File: src/rtl/mio_pkg.sv
// Shared definitions for the memory/IO bridge: FSM encoding, address-map
// constant and the data word returned by an aborted peripheral access.
package mio_pkg;

  typedef enum logic [1:0] {
    IDLE,
    RAM,
    PERIPH,
    DONE
  } state_t;

  localparam logic [3:0]  PERIPH_BASE_NIBBLE = 4'hE;
  localparam logic [31:0] TIMEOUT_DATA       = 32'hDEAD_BEEF;

  function automatic logic is_periph(input logic [31:0] addr);
    return addr[31:28] >= PERIPH_BASE_NIBBLE;
  endfunction

endpackage

File: src/rtl/mio_wdog.sv
// Peripheral-wait watchdog: counts no-ack cycles and flags expiry on the cycle
// whose increment would reach TIMEOUT_CYCLES. Only built under MIO_TIMEOUT_EN.
module mio_wdog
  import mio_pkg::*;
#(
  parameter int unsigned TIMEOUT_CYCLES = 255
) (
  input  logic clk,
  input  logic rst,
  input  logic clear,
  input  logic enable,
  output logic expired
);

  logic [15:0] count;

  always_ff @(posedge clk) begin
    if (!rst) begin
      count <= '0;
    end else if (clear) begin
      count <= '0;
    end else if (enable) begin
      count <= count + 16'd1;
    end
  end

  assign expired = enable && (count == 16'(TIMEOUT_CYCLES - 1));

endmodule

File: src/rtl/mio_bridge.sv
// Load/store bridge between the core's data-memory port and on-chip RAM or
// the peripheral bus. Optional peripheral timeout enabled by MIO_TIMEOUT_EN.
module mio_bridge
  import mio_pkg::*;
#(
  parameter int          RAM_AW         = 10,
  parameter int unsigned TIMEOUT_CYCLES = 255
) (
  input  logic              clk,
  input  logic              rst,
  input  logic              cpu_req,
  input  logic              cpu_we,
  input  logic [3:0]        cpu_wea,
  input  logic [31:0]       cpu_addr,
  input  logic [31:0]       cpu_wdata,
  output logic [31:0]       cpu_rdata,
  output logic              cpu_ready,
  output logic              bus_err,
  output logic [RAM_AW-1:0] ram_addr,
  output logic [3:0]        ram_wea,
  output logic [31:0]       ram_din,
  input  logic [31:0]       ram_dout,
  output logic              periph_sel,
  output logic              periph_we,
  output logic [31:0]       periph_addr,
  output logic [31:0]       periph_wdata,
  input  logic [31:0]       periph_rdata,
  input  logic              periph_ack
);

  state_t      state;
  logic [31:0] addr_q;
  logic [31:0] wdata_q;
  logic [31:0] rdata_q;
  logic [3:0]  wea_q;
  logic        we_q;
  logic        from_ram;
  logic        timeout;

`ifdef MIO_TIMEOUT_EN
  logic bus_err_q;

  mio_wdog #(
    .TIMEOUT_CYCLES(TIMEOUT_CYCLES)
  ) u_wdog (
    .clk    (clk),
    .rst    (rst),
    .clear  (state != PERIPH),
    .enable (state == PERIPH && !periph_ack),
    .expired(timeout)
  );

  // Sticky until reset; an ack in the expiry cycle keeps timeout low.
  always_ff @(posedge clk) begin
    if (!rst) begin
      bus_err_q <= 1'b0;
    end else if (state == PERIPH && timeout) begin
      bus_err_q <= 1'b1;
    end
  end

  assign bus_err = bus_err_q;
`else
  assign timeout = 1'b0;
  assign bus_err = 1'b0;
`endif

  always_ff @(posedge clk) begin
    if (!rst) begin
      state    <= IDLE;
      addr_q   <= '0;
      wdata_q  <= '0;
      rdata_q  <= '0;
      wea_q    <= '0;
      we_q     <= 1'b0;
      from_ram <= 1'b0;
    end else begin
      case (state)
        IDLE: begin
          if (cpu_req) begin
            addr_q   <= cpu_addr;
            wdata_q  <= cpu_wdata;
            wea_q    <= cpu_wea;
            we_q     <= cpu_we;
            from_ram <= !is_periph(cpu_addr);
            state    <= is_periph(cpu_addr) ? PERIPH : RAM;
          end
        end
        RAM: begin
          state <= DONE;
        end
        PERIPH: begin
          if (periph_ack) begin
            rdata_q <= we_q ? 32'h0 : periph_rdata;
            state   <= DONE;
          end else if (timeout) begin
            rdata_q <= TIMEOUT_DATA;
            state   <= DONE;
          end
        end
        DONE: begin
          state <= IDLE;
        end
        default: begin
          state <= IDLE;
        end
      endcase
    end
  end

  // Gating with rst drops a write whose cycle coincides with reset.
  assign ram_wea      = (state == RAM && we_q && rst) ? wea_q : 4'h0;
  assign ram_addr     = addr_q[RAM_AW+1:2];
  assign ram_din      = wdata_q;
  assign periph_sel   = (state == PERIPH);
  assign periph_we    = (state == PERIPH) && we_q;
  assign periph_addr  = addr_q;
  assign periph_wdata = wdata_q;
  assign cpu_ready    = (state == DONE);

  // The synchronous RAM read lands in the DONE cycle, so it is passed through.
  always_comb begin
    cpu_rdata = 32'h0;
    if (state == DONE) begin
      if (from_ram) begin
        cpu_rdata = we_q ? 32'h0 : ram_dout;
      end else begin
        cpu_rdata = rdata_q;
      end
    end
  end

endmodule

File: config.mk
export PLATFORM = sky130hd
export DESIGN_NAME = mio_bridge
export DESIGN_NICKNAME = d
export VERILOG_FILES = /design/src/rtl/mio_pkg.sv /design/src/rtl/mio_wdog.sv /design/src/rtl/mio_bridge.sv
export SDC_FILE = /design/constraint.sdc
export NUM_CORES = 1
export LEC_CHECK = 0
export ABC_CLOCK_PERIOD_IN_PS = 3000
export BUFFER_PORTS_ARGS = -buffer_cell sky130_fd_sc_hd__clkbuf_2
export CAP_MARGIN = 0
export CORE_AREA = 2 2 110 112
export DETAILED_ROUTE_END_ITERATION = 10
export DIE_AREA = 0 0 112 114
export GPL_ROUTABILITY_DRIVEN = 1
export GPL_TIMING_DRIVEN = 0
export HOLD_SLACK_MARGIN = 0.08
export PLACE_DENSITY = 0.9
export SLEW_MARGIN = 20
export SYNTH_ARGS = -nofsm -noshare
export SYNTH_HDL_FRONTEND = slang
export SYNTH_HIERARCHICAL = 1
export SYNTH_SLANG_ARGS = --single-unit
File: constraint.sdc
create_clock -name clk -period 3 [get_ports clk]
set_input_delay 0 -clock clk [delete_from_list [all_inputs] [get_ports clk]]
set_output_delay 0 -clock clk [all_outputs]
set_load 0.02 [all_outputs]
==> summary.md, run 1 <==
| Metric | Value |
|---|---|
| Critical Path RT | `3.00 ns` |
| Number of flops mapped to enable cells by yosys | `0` |
| Fin Setup TNS | `0 ns` |
| RSZ-0062 raised after global routing | `false` |
| Ys flop type | `dfxtp_1` |
| Register Area | `0.00208 mm²` |
| Final Setup Violations | `0` |
| Post-layout util | `68.7%` |
| Average cell area after synthesis | `8.17 µm²` |
| Slew HR | `62.9%` |
| DRC | `0` |
| Worst R2R Start | `state[0]$_SDFFE_PN0P_` |
| Grt peak-use layer | `met2` |
| Drt wl/cell | `15.6 µm` |
| Status | `completed` |
| Synth Cell Area | `0.00513 mm²` |
| Seq/Total Area, Yosys | `40.6%` |
| First-pass GRT wire length | `28600 µm` |
| Htree depth | `3` |
| Port Buffers | `280` |
| Fin crit share | `63.2%` |
| Die height | `114 µm` |
| CP Max Fanout | `10` |
| DRT iter0 DRCs | `423` |
| Asr flop ratio synth | `0%` |
| GRT met1 Usage | `32.2%` |
| Yosys warns | `6` |
| Worst Setup SP | `state[1]$_SDFFE_PN0P_` |
| Syn nets | `771` |
| P_leak | `3.71 nW` |
| Remaining Overflow, GRT | `0` |
| Mapped Cells | `628` |
| Core area | `0.0117 mm²` |
| Hold Path Cell Cnt | `4` |
| Worst Tran Pin Value | `0.557 ns` |
| R2r worst-path depth | `6` |
| Biggest area consumer among synthesized cells | `dfxtp_1` |
| Pwr dens | `643 mW/mm²` |
| Count leader, synth | `nand2_1` |
| Post-route minimum period | `1.90 ns` |
| Placer Congestion | `0.839` |
| Fraction of layout cells with a size suffix above 1 | `42.6%` |
| Vias/cell | `5.04` |
| Startpoint Class | `flip-flop` |
| Met2 usage | `50.3%` |
| Sink count of the clock tree | `104` |
| Initial antenna violation count | `0` |
| Total CTS buffers | `9` |
| # IOs | `283` |
| CTS root buffer | `clkbuf_16` |
| Area growth, synth to finish | `56.8%` |
| Non-filler cells in the finished layout | `1176` |
| Post-synth top cells | `171 x nand2_1, 104 x a21oi_1, 104 x dfxtp_1` |
| Die ar. | `0.0128 mm²` |
| FMAX | `527 MHz` |
| Via count | `5927` |
| # fillers | `904` |
| Hpwl dp | `11900 µm` |
| Power Total | `5.18 mW` |
| CTS-repair resized insts | `0` |
| Top post-synthesis cells by area | `dfxtp_1 41%, nand2_1 13%, a21oi_1 10%, buf_4 7.3%, nand4b_1 5.5%` |
| Fin nets | `1167` |
| Largest net degree at the start of global routing | `19` |
| MaxCap Viol Count | `0` |
| Clock skew | `0.00829 ns` |
| Routing usage on met3 | `4.57%` |
| Final wirelength | `18400 µm` |
| Hold Violations, Final | `0` |
| Area of the multi-input gates | `0.00241 mm²` |
| Die width | `112 µm` |
| Placed instance count | `1055` |
| Peak supply drop | `0.431 mV` |
| HP Start | `periph_ack` |
| Vias in the first global route | `5823` |
| Arrival time at the worst endpoint | `1.90 ns` |
| ANT cells | `0` |
| Crit Path Category | `reg -> out` |
| Unique cell type count in the Yosys netlist | `29` |
| Synth Register Bits | `104` |
| Synth top area share | `40.6%` |
| Final Slew Violations | `0` |
| GRT Total Usage | `27.7%` |
| Critical Path Sink Type | `output pin` |
| Antenna Nets Post-Route | `0` |
| Clock Latency Late Sink | `0.34 ns` |
| Reg2Reg Setup Slack | `1.25 ns` |
| DRT Pass-1 Iters | `7` |
| Initial Util | `43.8%` |
| TritonCTS clock tree | `yes` |
| Site row count | `40` |
| Clk pin slew, worst setup/hold paths | `0.07 ns` |
| Clock buffer depth | `2` |
| Min-Delay Path Class | `in -> reg` |
## cell type report
type                    count  area share [%]
repair buffers            385            30.5
clock inverters             7           0.669
multi-input cells         428            29.9
inverters                   3           0.140
flip-flops and latches    104            25.9
well taps                 147            2.29
clock buffers               9            2.80
plain buffers              93            7.82
## timing repair
action	in CTS	in global routing
buffers inserted	0	0
hold endpoints to repair	104	0
hold buffers	105	0
## cells in the final DEF, fill, tap and decap left out, types with 2 or more instances in the layout
cell	netlist	routed
a41oi_1	3	3
clkinv_2	0	2
buf_2	23	23
nand2_1	171	171
a21oi_2	30	30
clkbuf_2	0	280
clkbuf_1	12	12
buf_4	50	50
nor2b_1	32	32
inv_1	2	2
nor2b_2	31	31
and2b_1	3	3
clkbuf_16	0	9
clkinv_4	0	2
ha_1	6	6
buf_1	3	3
dfxtp_1	104	104
nand4b_1	32	32
and2_1	6	6
a21oi_1	104	104
dlygate4sd3_1	0	105
buf_6	2	2
inv_6	0	3
buf_12	3	3
## flip-flops by register name, summed over array words and instances (netlist names)
name / count
periph_addr: 32
periph_wdata: 32
rdata_q: 32
wea_q: 4
state: 2
from_ram: 1
we_q: 1
## cell families after synthesis
logic type / count (synthesis) / synth area share (%)
AOI/OAI and AO/OA: 141 / 16.4
DFF: 104 / 40.6
and+or+nand+nor: 280 / 29.0
other: 1 / 0.0731
buffers and inverters: 96 / 12.5
adders and majority gates: 6 / 1.46
## worst max-delay path: stages (launching register included)
cell	delay, ns
dfxtp_1	0.40
ha_1	0.37
clkbuf_1	0.36
nor2b_2	0.23
clkbuf_2	0.18
## metal layers
metal | wire, µm | vias up
met3 | 1140 | 64
met5 | 0 | -
met1 | 7000 | 2759
met2 | 9570 | 291
li1 | - | 2813
met4 | 687 | 0
## metrics by stage
step,hold WS (ns),setup WS [ns],area (µm²)
after global placement,0.222,1.42,6720
after global routing,0.146,0.961,8050
final,0.110,1.10,8050
after CTS,0.103,1.09,8050
after detailed placement,0.229,1.37,6720
after floorplan,0.121,1.68,5130
## where the power goes
group / total, mW / leakage [nW] / switching [mW] / internal (mW)
registers: 1.77 / 0.849 / 0.165 / 1.60
logic: 2.29 / 2.72 / 1.36 / 0.934
clock network: 1.12 / 0.141 / 0.548 / 0.573
total: 5.18 / 3.71 / 2.07 / 3.11
## path summary, 6_finish.rpt
kind,end
worst min-delay path,rdata_q[31]$_SDFFE_PN0P_
worst max-delay path,cpu_rdata[29]
worst min register to register,rdata_q[25]$_SDFFE_PN0P_
worst max register to register,rdata_q[1]$_SDFFE_PN0P_
(Power assumes the default switching activity.)
==> run 2: changes to the inputs <==
--- a/config.mk
+++ b/config.mk
@@ -5,16 +5,15 @@
 export SDC_FILE = /design/constraint.sdc
 export NUM_CORES = 1
 export LEC_CHECK = 0
-export ABC_CLOCK_PERIOD_IN_PS = 3000
+export ABC_CLOCK_PERIOD_IN_PS = 1900
 export BUFFER_PORTS_ARGS = -buffer_cell sky130_fd_sc_hd__clkbuf_2
 export CAP_MARGIN = 0
-export CORE_AREA = 2 2 110 112
+export CORE_UTILIZATION = 45
 export DETAILED_ROUTE_END_ITERATION = 10
-export DIE_AREA = 0 0 112 114
 export GPL_ROUTABILITY_DRIVEN = 1
 export GPL_TIMING_DRIVEN = 0
 export HOLD_SLACK_MARGIN = 0.08
-export PLACE_DENSITY = 0.9
+export PLACE_DENSITY = 0.91
 export SLEW_MARGIN = 20
 export SYNTH_ARGS = -nofsm -noshare
 export SYNTH_HDL_FRONTEND = slang
==> constraint.sdc (replaced) <==
create_clock -name clk -period 1.9 [get_ports clk]
set_input_delay 0 -clock clk [delete_from_list [all_inputs] [get_ports clk]]
set_output_delay 0 -clock clk [all_outputs]
set_load 0.02 [all_outputs]
==> run 2 against run 1 <==
  * Critical endpoint is now rdata_q[1]$_SDFFE_PN0P_
  * Routed wire length fell by 3.0%
  * Clock skew fell by 0.00082 ns
  * Global-route usage rose by 1.5 points
  * Count of clock-buffer cells in the layout did not move
  * Critical path type is now reg -> reg
  * Critical path depth rose by 2
  * Register-to-register slack got worse by 1.1 ns
  * Via count fell by 0.74%
==> summary.md, run 2 (synthesis results as in run 1) <==
| Metric | Value |
|---|---|
| Core area | `0.0110 mm²` |
| DRC | `0` |
| Vias in the first global route | `5788` |
| Fin Setup TNS | `0 ns` |
| Initial antenna violation count | `0` |
| Largest net degree at the start of global routing | `19` |
| DRT Pass-1 Iters | `5` |
| Initial Util | `46.7%` |
| P_leak | `3.72 nW` |
| Most common cell after layout, fill and taps aside | `clkbuf_2` |
| Via count | `5883` |
| Fraction of layout cells with a size suffix above 1 | `43.0%` |
| Fin crit share | `92.3%` |
| Commonest non-fill, non-tap cells in the layout | `283 x clkbuf_2, 171 x nand2_1, 105 x dlygate4sd3_1` |
| Dpl ws | `0.226 ns` |
| Crit path cell chain | `inv_2, ha_1, buf_2, nand4b_1, dlygate4sd3_1, a21oi_1` |
| Clock buffer depth | `2` |
| Startpoint Class | `flip-flop` |
| Slew HR | `61.1%` |
| ANT cells | `0` |
| Port Buffers | `280` |
| Clock Latency Late Sink | `0.33 ns` |
| Post-layout util | `73.3%` |
| Crit path largest cell delay | `0.59 ns` |
| Die ar. | `0.0118 mm²` |
| First-pass GRT wire length | `27000 µm` |
| CP Max Fanout | `8` |
| Arrival time at the worst endpoint | `2.02 ns` |
| R2r worst-path depth | `6` |
| Final Slew Violations | `0` |
| Fin nets | `1167` |
| RSZ-0062 raised after global routing | `false` |
| Status | `completed` |
| Stages on worst setup path | `6` |
| MaxCap Viol Count | `0` |
| Drt wl/cell | `15.3 µm` |
| Non-filler cells in the finished layout | `1169` |
| Setup Fix Bufs, Post-CTS | `0` |
| Critical Path RT | `2.17 ns` |
| Peak supply drop | `0.749 mV` |
| Die width | `109 µm` |
| Min-Delay Path Class | `in -> reg` |
| Post-route setup slack | `0.147 ns` |
| TritonCTS clock tree | `yes` |
| Placer Congestion | `0.833` |
| Critical path buffers and inverters | `3` |
| Critical Path Sink Type | `flip-flop` |
| Worst Tran Pin Value | `0.584 ns` |
| Htree depth | `3` |
| Fin Hold WS | `0.140 ns` |
| Placed instance count | `1048` |
| Slowest CP cell | `dlygate4sd3_1` |
| Pwr dens | `1010 mW/mm²` |
| Antenna Nets Post-Route | `0` |
| # IOs | `283` |
| Final Setup Violations | `0` |
| Clk pin slew, worst setup/hold paths | `0.07 ns` |
| Total CTS buffers | `9` |
| Site row count | `38` |
| FMAX | `570 MHz` |
| GRT Total Usage | `29.3%` |
| Die height | `109 µm` |
| Hpwl dp | `11600 µm` |
| Area growth, synth to finish | `56.8%` |
| Hold Violations, Final | `0` |
| Reg2Reg Setup Slack | `0.15 ns` |
| Final wirelength | `17900 µm` |
| CTS root buffer | `clkbuf_16` |
| Sink count of the clock tree | `104` |
| Post-route minimum period | `1.75 ns` |
| Clock skew | `0.00747 ns` |
| DRT iter0 DRCs | `334` |
| Crit Path Category | `reg -> reg` |
| Hold Path Cell Cnt | `4` |
| Crit path max-delay family | `buffers and inverters` |
| Remaining Overflow, GRT | `0` |
| Vias/cell | `5.03` |
-- run 2: cell count changes in the layout (fill, tap and decap cells not counted) --
cell / before / now
buf_2: 23 / 22
clkbuf_4: 0 / 1
clkbuf_2: 280 / 283
clkbuf_1: 12 / 9
inv_2: 1 / 2
inv_1: 2 / 1
-- run 2: worst paths after layout --
kind	startpoint	to
min reg2reg	rdata_q[16]$_SDFFE_PN0P_	rdata_q[16]$_SDFFE_PN0P_
max reg2reg	state[0]$_SDFFE_PN0P_	rdata_q[1]$_SDFFE_PN0P_
min	periph_ack	rdata_q[31]$_SDFFE_PN0P_
max	state[0]$_SDFFE_PN0P_	rdata_q[1]$_SDFFE_PN0P_
-- run 2: through the flow --
step | total power [mW] | area, µm²
after global routing | 8.63 | 8050
after CTS | 8.08 | 8040
final | 8.15 | 8050
after global placement | 6.07 | 6710
after floorplan | 5.14 | 5130
after detailed placement | 6.15 | 6710
-- run 2: final cells by class --
| cell class | count | area [µm²] |
|---|---|---|
| tap | 140 | 175 |
| timing repair buffer | 385 | 2450 |
| sequential | 104 | 2080 |
| clock inverter | 7 | 53.8 |
| buffer | 93 | 636 |
| fill | 783 | 2940 |
| inverter | 3 | 11.3 |
| clock buffer | 9 | 225 |
| multi-input combinational | 428 | 2410 |
-- run 2: timing repair --
action	4_1_cts	5_1_grt
resized for setup	0	8
endpoints found under the hold margin	104	0
hold buffers	105	0
setup endpoints to repair	0	31
-- run 2: tightest hold or removal path: stages --
cell and delay, ns:
buf_2 0.17, nand2_2 0.11, nand2_1 0.08, a21oi_1 0.05
-- run 2: metal layers --
metal  vias up  wire length [µm]  GRT usage (%)  part of all wire (%)
met5         -                 0              0                     0
li1       2818                 -              -                     -
met1      2721              6950           33.1                    39
met4         0               572           12.6                   3.2
met2       292              9190           54.1                    51
met3        52              1140           4.54                   6.4
-- run 2: where the power goes --
part	switching [mW]	leakage, nW	internal, mW
combinational	2.13	2.73	1.48
clock	0.842	0.141	0.904
sequential	0.262	0.849	2.53
total	3.24	3.72	4.92
==> run 3: changes to the inputs <==
--- a/config.mk
+++ b/config.mk
@@ -8,12 +8,12 @@
 export ABC_CLOCK_PERIOD_IN_PS = 1900
 export BUFFER_PORTS_ARGS = -buffer_cell sky130_fd_sc_hd__clkbuf_2
 export CAP_MARGIN = 0
-export CORE_UTILIZATION = 45
+export CORE_UTILIZATION = 27
 export DETAILED_ROUTE_END_ITERATION = 10
 export GPL_ROUTABILITY_DRIVEN = 1
 export GPL_TIMING_DRIVEN = 0
 export HOLD_SLACK_MARGIN = 0.08
-export PLACE_DENSITY = 0.91
+export PLACE_DENSITY = 0.63
 export SLEW_MARGIN = 20
 export SYNTH_ARGS = -nofsm -noshare
 export SYNTH_HDL_FRONTEND = slang
==> run 3 against run 2 <==
  * Sequential cell count is the same
  * First-iteration DRC count grew 4.8%
  * Register-to-register slack is essentially flat
  * Global-route usage shrank 12 points
  * Die area grew 65%
  * Cell area grew 1.8%
  * Critical endpoint is now periph_we
  * Largest cell class unchanged
  * Highest routed layer unchanged
==> summary.md, run 3 (synthesis results as in run 1) <==
| Metric | Value |
|---|---|
| Largest net degree at the start of global routing | `19` |
| Final wirelength | `17200 µm` |
| Drt wl/cell | `13.6 µm` |
| R2r worst-path depth | `6` |
| ANT cells | `0` |
| Arrival time at the worst endpoint | `1.77 ns` |
| Fin Hold WS | `0.122 ns` |
| Area growth, synth to finish | `59.5%` |
| Initial Util | `27.5%` |
| Total CTS buffers | `9` |
| Core area | `0.0186 mm²` |
| Fin Setup TNS | `0 ns` |
| Port Buffers | `280` |
| Initial antenna violation count | `0` |
| CTS root buffer | `clkbuf_16` |
| Critical Path Sink Type | `output pin` |
| Sink count of the clock tree | `104` |
| Hold Path Cell Cnt | `3` |
| Final Setup Violations | `0` |
| Die ar. | `0.0196 mm²` |
| HP Start | `periph_ack` |
| Vias in the first global route | `5339` |
| Post-layout util | `43.9%` |
| Post-route setup slack | `0.128 ns` |
| TritonCTS clock tree | `yes` |
| Vias/cell | `4.36` |
| Dpl ws | `0.247 ns` |
| DRT iter0 DRCs | `350` |
| Antenna Nets Post-Route | `0` |
| Placer Congestion | `0.779` |
| Worst Tran Pin Value | `0.563 ns` |
| Slowest CP cell | `dfxtp_1` |
| Crit path max-delay family | `buffers and inverters` |
| Worst R2R Start | `state[0]$_SDFFE_PN0P_` |
| Most common cell after layout, fill and taps aside | `clkbuf_2` |
| Crit Path Category | `reg -> out` |
| Hold Violations, Final | `0` |
| Slew HR | `62.5%` |
| Critical path buffers and inverters | `4` |
| Worst R2R End | `rdata_q[1]$_SDFFE_PN0P_` |
| # fillers | `1843` |
| Remaining Overflow, GRT | `0` |
| CP Max Fanout | `10` |
| WHS Endpoint | `state[1]$_SDFFE_PN0P_` |
| # IOs | `283` |
| Power Total | `8.25 mW` |
| Clock Latency Late Sink | `0.35 ns` |
| Post-route minimum period | `1.77 ns` |
| Min-Delay Path Class | `in -> reg` |
| P_leak | `3.71 nW` |
| Htree depth | `3` |
| First-pass GRT wire length | `26800 µm` |
| Setup Fix Bufs, Post-CTS | `0` |
| DRC | `0` |
| Via count | `5505` |
| MaxCap Viol Count | `0` |
| Hpwl dp | `12300 µm` |
| Critical Path RT | `1.90 ns` |
| Die height | `140 µm` |
| Startpoint Class | `flip-flop` |
| Fraction of layout cells with a size suffix above 1 | `42.9%` |
| RSZ-0062 raised after global routing | `false` |
| Reg2Reg Setup Slack | `0.15 ns` |
| DRT Pass-1 Iters | `4` |
| Status | `completed` |
| FMAX | `564 MHz` |
| Clock skew | `0.00883 ns` |
| Die width | `140 µm` |
| Commonest non-fill, non-tap cells in the layout | `282 x clkbuf_2, 171 x nand2_1, 105 x dlygate4sd3_1` |
| Pwr dens | `1010 mW/mm²` |
| Peak supply drop | `0.487 mV` |
| Fin nets | `1167` |
| Clk pin slew, worst setup/hold paths | `0.07 ns` |
| Site row count | `50` |
| Crit path cell chain | `inv_1, ha_1, buf_2, buf_4, and2_1, clkbuf_2` |
| Final Slew Violations | `0` |
| Crit path largest cell delay | `0.34 ns` |
| GRT Total Usage | `17.3%` |
| Clock buffer depth | `2` |
| Fin crit share | `93.3%` |
[run 3: cell count changes in the layout (fill, tap and decap cells not counted), sizes merged]
cell / delta
clkbuf: -1
buf: +1
clkinv: -3
bufinv: +1
clkinvlp: +2
[run 3: worst reg2reg max path, stage by stage (launching register included)]
cell and delay [ns]:
dfxtp_1 0.34, inv_1 0.16, ha_1 0.16, buf_2 0.22, nand4b_1 0.11, dlygate4sd3_1 0.57
a21oi_1 0.14
[run 3: timing repair]
item / 4_1_cts / 5_1_grt
endpoints found under the hold margin: 104 / 0
gates resized for setup: 0 / 7
setup endpoints to repair: 0 / 22
hold buffers: 105 / 0
[run 3: report_power, final]
group | internal, mW | switching (mW)
logic | 1.48 | 2.07
registers | 2.53 | 0.243
clock network | 1.04 | 0.892
[run 3: worst max-delay path by stage]
stage                     cells after the start                      endpoint                  start  slack, ns
after floorplan                               7  periph_addr[12]$_SDFFE_PN0P_  state[1]$_SDFFE_PN0P_       0.58
after global placement                        6  periph_addr[11]$_SDFFE_PN0P_  state[1]$_SDFFE_PN0P_       0.26
after detailed placement                      6  periph_addr[14]$_SDFFE_PN0P_  state[0]$_SDFFE_PN0P_       0.25
after CTS                                     6                     periph_we  state[0]$_SDFFE_PN0P_       0.02
after global routing                          6  periph_addr[12]$_SDFFE_PN0P_  state[1]$_SDFFE_PN0P_       0.02
final                                         6                     periph_we  state[0]$_SDFFE_PN0P_       0.13
[run 3: final cells by class]
| cell class | count | area (µm²) | share of cell area, % |
|---|---|---|---|
| plain buffers | 93 | 634 | 7.75 |
| clock buffers | 9 | 225 | 2.75 |
| clock inverters | 7 | 76.3 | 0.932 |
| inverters | 3 | 11.3 | 0.138 |
| multi-input cells | 428 | 2410 | 29.5 |
| flip-flops and latches | 104 | 2080 | 25.4 |
| well taps | 234 | 293 | 3.58 |
| repair buffers | 385 | 2450 | 30.0 |
[run 3: layer usage]
metal  part of all wire, %  vias to the layer above  global-route usage (%)
li1                      -                     2814                       -
met1                    43                     2488                    20.6
met2                    50                      184                    30.8
met3                   5.1                       19                    2.99
met4                   1.8                        0                    6.82
met5                     0                        -                       0
[run 3: stage by stage]
stage | cell area (µm²) | instances
after floorplan | 5130 | 628
after global placement | 6830 | 1142
after detailed placement | 6830 | 1142
after CTS | 8180 | 1263
after global routing | 8190 | 1263
final | 8190 | 1263
